### src/rtl/counter_dispatch.sv
// Service-counter stage: pops the customer FIFO head into the lowest idle counter,
// counts service time down on a slow tick, and reports completions and totals.
module counter_dispatch #(
  parameter int DT_SZ = 4,
  parameter int NCNT  = 2,
  parameter int SRV_W = 8
) (
  input  logic                  clk,
  input  logic                  rst_n,
  input  logic                  tick,
  input  logic                  en,
  input  logic                  q_empty,
  input  logic [DT_SZ-1:0]      qn,
  input  logic [DT_SZ-1:0]      qt,
  output logic                  re,
  output logic [NCNT-1:0]       busy,
  output logic [NCNT*DT_SZ-1:0] cur_num,
  output logic [NCNT*DT_SZ-1:0] rem_t,
  output logic [NCNT-1:0]       done,
  output logic [NCNT*DT_SZ-1:0] done_num,
  output logic [SRV_W-1:0]      served
);

  localparam int SEL_W = (NCNT > 1) ? $clog2(NCNT) : 1;
  localparam int SUM_W = SRV_W + 3;

  typedef enum logic {IDLE, BUSY} state_t;

  state_t           state    [NCNT];
  logic [DT_SZ-1:0] num_r    [NCNT];
  logic [DT_SZ-1:0] rem_r    [NCNT];
  logic [DT_SZ-1:0] dnum_r   [NCNT];
  logic [NCNT-1:0]  done_r;
  logic [SRV_W-1:0] served_r;

  logic [SEL_W-1:0] sel;
  logic             any_idle;

  function automatic logic [2:0] popcount(input logic [NCNT-1:0] v);
    logic [2:0] c;
    c = '0;
    for (int i = 0; i < NCNT; i++) c = c + {2'b00, v[i]};
    return c;
  endfunction

  // Dispatch decisions look only at registered busy, so a counter that
  // completes on an edge cannot be selected until the following edge.
  always_comb begin
    // NOTE: every always_comb output gets a default first so no path leaves it unassigned (no latch).
    sel      = '0;
    any_idle = 1'b0;
    for (int k = 0; k < NCNT; k++) begin
      if (!any_idle && state[k] == IDLE) begin
        sel      = SEL_W'(k);
        any_idle = 1'b1;
      end
    end
  end

  assign re = rst_n & en & ~q_empty & any_idle;

  // NOTE: state registers use non-blocking assignments so every counter sees pre-edge values.
  // NOTE: these per-counter arrays are plain flops, not RAM, so they are all cleared by reset.
  always_ff @(posedge clk or negedge rst_n) begin
    if (!rst_n) begin
      for (int k = 0; k < NCNT; k++) begin
        state[k]  <= IDLE;
        num_r[k]  <= '0;
        rem_r[k]  <= '0;
        dnum_r[k] <= '0;
      end
      done_r <= '0;
    end else begin
      for (int k = 0; k < NCNT; k++) begin
        done_r[k] <= 1'b0;
        case (state[k])
          IDLE: begin
            if (re && sel == SEL_W'(k)) begin
              state[k] <= BUSY;
              num_r[k] <= qn;
              rem_r[k] <= (qt == '0) ? DT_SZ'(1) : qt;
            end
          end
          BUSY: begin
            if (tick) begin
              if (rem_r[k] == DT_SZ'(1)) begin
                state[k]  <= IDLE;
                rem_r[k]  <= '0;
                done_r[k] <= 1'b1;
                dnum_r[k] <= num_r[k];
              end else begin
                rem_r[k] <= rem_r[k] - DT_SZ'(1);
              end
            end
          end
          default: state[k] <= IDLE;
        endcase
      end
    end
  end

  // Completions are totalled one edge after their done pulse, saturating.
  always_ff @(posedge clk or negedge rst_n) begin
    if (!rst_n) begin
      served_r <= '0;
    end else begin
      logic [SUM_W-1:0] sum;
      sum = {3'b000, served_r} + SUM_W'(popcount(done_r));
      if (sum > SUM_W'({SRV_W{1'b1}})) served_r <= '1;
      else                              served_r <= sum[SRV_W-1:0];
    end
  end

  always_comb begin
    busy     = '0;
    cur_num  = '0;
    rem_t    = '0;
    done_num = '0;
    for (int k = 0; k < NCNT; k++) begin
      busy[k]                      = (state[k] == BUSY);
      cur_num[k*DT_SZ +: DT_SZ]    = num_r[k];
      rem_t[k*DT_SZ +: DT_SZ]      = rem_r[k];
      done_num[k*DT_SZ +: DT_SZ]   = dnum_r[k];
    end
  end

  assign done   = done_r;
  assign served = served_r;

endmodule
### config.mk
export PLATFORM = sky130hd
export DESIGN_NAME = counter_dispatch
export DESIGN_NICKNAME = d
export VERILOG_FILES = /design/src/rtl/counter_dispatch.sv
export SDC_FILE = /design/constraint.sdc
export NUM_CORES = 1
export LEC_CHECK = 0
export CORE_ASPECT_RATIO = 1.25
export CORE_MARGIN = 10
export CORE_UTILIZATION = 47
export CTS_CLUSTER_SIZE = 10
export DETAILED_ROUTE_END_ITERATION = 6
export PLACE_DENSITY = 0.89
export SLEW_MARGIN = 10
export SYNTH_ARGS = -nofsm -noshare
export SYNTH_HDL_FRONTEND = slang
export SYNTH_SLANG_ARGS = --single-unit
export TNS_END_PERCENT = 10
### constraint.sdc
create_clock -name clk -period 2.24 [get_ports clk]
set_input_delay 0.336 -clock clk [delete_from_list [all_inputs] [get_ports clk]]
set_output_delay 0.336 -clock clk [all_outputs]
set_load 0.01 [all_outputs]
# Yosys cells after proc, flatten, opt, wreduce, memory -nomap -nowiden
# Cells that the tools add are included.
# totals
regBits	36
in_bits	13
out_inout_bits	37
wordCells	65
# classes
addsub	4
order_cmp	1
eq_ne	6
muxes	27
bitwise	7
n_reduce_logical	10
# ops
cell	count
4-bit two-way mux	7
4-bit one-hot mux with 2 select lines	2
1-bit two-way mux	15
8-bit by 2-bit adder with 9-bit output	1
9-bit by 8-bit greater-than comparator with 1-bit output, second input constant	1
4-bit by 1-bit equality test with 1-bit output, second input constant	2
8-bit two-way mux	1
2-bit AND reduction	4
4-bit by 1-bit subtractor with 4-bit output, second input constant	2
3-bit AND reduction	2
4-bit logical NOT	1
2-bit by 1-bit != test with 1-bit output, second input constant	2
2-bit != test, second input constant	2
1-bit NOT	4
1-bit one-hot mux with 2 select lines	2
1-bit bitwise AND	3
1-bit logical AND	3
1-bit by 1-bit adder with 2-bit output	1

# Longest topological paths before layout
# depth
depth_word	7
mapped_depth	6
depth_no_buf	6

# Worst setup path before layout
# No wires, ideal clock.
# synth_path
path_kind	reg-to-reg
start	register done_r[0], in the netlist done[0]
end	register served_r[0], in the netlist served[0]
setup_time_ns	0.127
arrival_ns	1.531
required_time_ns	2.113
setup_slack_ns	0.581
path_stages_with_launch	6
path_buffers	0
synth_period_minus_slack_ns	1.659
path_cell_list	dfrtp_1 fa_1 ha_1 nand3_1 nor2_1 or2_2
# synth_between
elab_chain_cells	4
# synth_lines
item	line	rtl
from (decl)	33	logic [NCNT-1:0] done_r;
from (signal assigned)	72	done_r <= '0;
from (signal, indexed assignment)	75	done_r[k] <= 1'b0;
from (signal, indexed assignment)	89	done_r[k] <= 1'b1;
1-bit by 1-bit adder with 2-bit output (*)	42	for (int i = 0; i < NCNT; i++) c = c + {2'b00, v[i]};
8-bit by 2-bit adder with 9-bit output (*)	108	sum = {3'b000, served_r} + SUM_W'(popcount(done_r));
9-bit by 8-bit greater-than comparator with 1-bit output	109	if (sum > SUM_W'({SRV_W{1'b1}})) served_r <= '1;
8-bit two-way mux (*)	109	
to (signal assigned)	110	else served_r <= sum[SRV_W-1:0];
to (decl)	34	logic [SRV_W-1:0] served_r;
# Every way passes the cells marked *; elsewhere a longest branch is shown, timed or not.
# A chain may end at the register's enable or synchronous reset.

# Worst setup path in the final report
# layout_path
start	input port q_empty
end	output port re
# layout_between
elab_chain_cells	3
# layout_lines
item	line	rtl
from (decl)	12	input logic q_empty,
1-bit NOT	60	assign re = rst_n & en & ~q_empty & any_idle;
1-bit bitwise AND (2 in a row)	60	
to (decl)	15	output logic re,
# Every way passes these cells.

==> qor.yml <==
gp_congestion: 0.857
min_path_type: "in2async"
io_pins: 50
r2r_cells: 5
outcome: "complete, no violations"
clock_skew_ns: 0.00621
numClockSinks: 36
die-area_mm2: 0.00658
slew_headroom_pct: 69.8
max_freq_ghz: 0.501
grt_pass1_wl_mm: 7.02
cts_resized: 0
ys_types: 40
critPathKind: "in2out"
cts.clk_slew.worst_paths_ns: 0.07
arrival_ns: 1.66
p_leak_nw: 1.05
layout_common_cells: "48 x clkdlybuf4s50_1, 36 x dfrtp_1, 20 x nand2_1"
yosysTopAreaCellShare_pct: 51.5
final_common_cell: "clkdlybuf4s50_1"
tightestPinTransition_ns: 0.453
yosysTopAreaCell: "dfrtp_1"
synthFlopType: "dfrtp_1"
synth.area.top_cells: "dfrtp_1 51%, mux2_2 9.6%, nand2_1 4.3%"
cellPowerDensity_mw_per_mm2: 1200
fin_crit_ns: 1.99
htree_levels: 2
drive_gt1_share_pct: 14.6
initial_utilization_pct: 49.4
synthCells: 159
post-dp-hpwl_mm: 3.20
port-buffer-count: 49
synth_area_mm2: 0.00175
nNetsFinal: 231
cts_hold_buf: 0
drc: 0
cts_root_buffer: "clkbuf_8"
cts_inserted_buffers: 5
multiInputGateArea_um2: 787
ant_nets: 0
syn-num-nets: 178
nFillCells: 286
cts_buffer_depth: 2
worstSetupStartpointType: "primary input"
num_rows: 24
rsz0062_at_grt: "no"
grt_usage_pct: 13.6
antenna_found_initial: 0
cp_max_fo: 3
cts_tree: "yes"
cap_violations: 0
die_w_um: 74.6
ys_warn_count: 0
ys_async_sr_fraction_pct: 100
setup_tns_ns: 0
slew_viol_final: 0
synth-seq-area-share_pct: 51.5
placed_area_mm2: 0.00226
synth-seq-cells: 36
cts_setup_buffers: 0
grt_max_degree: 37
avgSynthCellArea_um2: 11.0
regArea_um2: 901
overflow: 0
grt_pass1_vias: 1437
finalInstanceArea_mm2: 0.00235
insertion_delay_ns: 0.29
worstPathRequired_ns: 1.90
diodes: 0
coreArea_mm2: 0.00354
fin_crit_sh_pct: 89.0
finalWirelength_mm: 4.17
vias: 1411
wl_per_cell_um: 16.6
viasPerCell: 5.60
ir_drop_uv: 616
synth_edf_count: 0
syn2layout_area_growth_pct: 34.1
end_kind: "output pin"
setup_violations: 0
firstDrtPassIters: 4
hold_violations: 0
die_height_um: 88.2
initialDrtViolationCount: 77
==> metal layers <==
metal	up-vias	track usage (%)	wire length, um
li1	672	-	-
met1	699	15.6	1620
met2	33	22.3	2180
met3	7	5.61	331
met4	0	4.83	48
met5	-	0	0
==> flip-flops by register name, summed over array words and instances (netlist names) <==
register	count
cur_num	8
served	8
done	2
done_num	8
rem_t	8
busy	2
==> critical path, cell delays in order <==
cell and delay (ns):
clkdlybuf4s50_1 0.40, nand3b_1 0.21, a21oi_1 0.14, clkdlybuf4s50_1 0.57
==> synthesized netlist by cell type (all sizes together), types with 2 or more instances <==
library cell,count
and3,2
nand2,20
nand4,2
buf,4
nand3b,2
o21a,2
or3,2
a31oi,2
nand3,8
nand2b,5
dfrtp,36
nor3,4
ha,5
mux2,15
mux2i,5
o21ai,6
nor2,9
a21oi,7
or2,2
inv,6
==> through the flow <==
| step | setup WS (ns) | util, % | total power, mW | hold slack (ns) | instances |
|---|---|---|---|---|---|
| finish | 0.245 | 66.2 | 2.81 | 0.148 | 252 |
| global route | 0.173 | 66.2 | 3.02 | 0.184 | 252 |
| CTS | 0.227 | 66.2 | 2.85 | 0.157 | 252 |
| detailed placement | 0.227 | 63.8 | 2.38 | 0.474 | 244 |
| global placement | 0.241 | 63.8 | 2.33 | 0.473 | 244 |
| floorplan | 0.581 | - | 1.71 | 0.0404 | 159 |
==> power by group <==
part	switching, mW	internal (mW)	leakage [nW]	total (mW)
Combinational	0.494	0.703	0.548	1.20
Clock	0.239	0.217	0.0479	0.455
Sequential	0.263	0.892	0.454	1.15
==> layout make-up <==
class                           count  share of cell area (%)
Inverter                            6                   0.959
Multi-Input combinational cell    112                    33.5
Tap cell                           39                    2.08
Sequential cell                    36                    38.4
Clock buffer                        5                    2.93
Clock inverter                      3                   0.800
Timing Repair Buffer               51                    21.3
==> kinds of logic (layout without fill, tap and decap cells) <==
logic type | after synthesis | count (layout) | synth area share [%]
simple gates | 61 | 61 | 18.8
flops | 36 | 36 | 51.5
compound gates | 25 | 25 | 8.94
mux | 20 | 20 | 12.5
buf+inv | 11 | 65 | 3.57
fa+ha+maj | 6 | 6 | 4.72
==> worst paths after layout <==
kind | startpoint | endpoint | slack (ns)
max reg2reg | done[0] | served[1] | 0.46
max | q_empty | re | 0.25
min reg2reg | done_num[0] | done_num[0] | 0.51
max in group asynchronous | rst_n | served[6] | 1.77
min in group clk | done_num[0] | done_num[0] | 0.51
min | rst_n | rem_t[4] | 0.15
(Power assumes the default switching activity.)
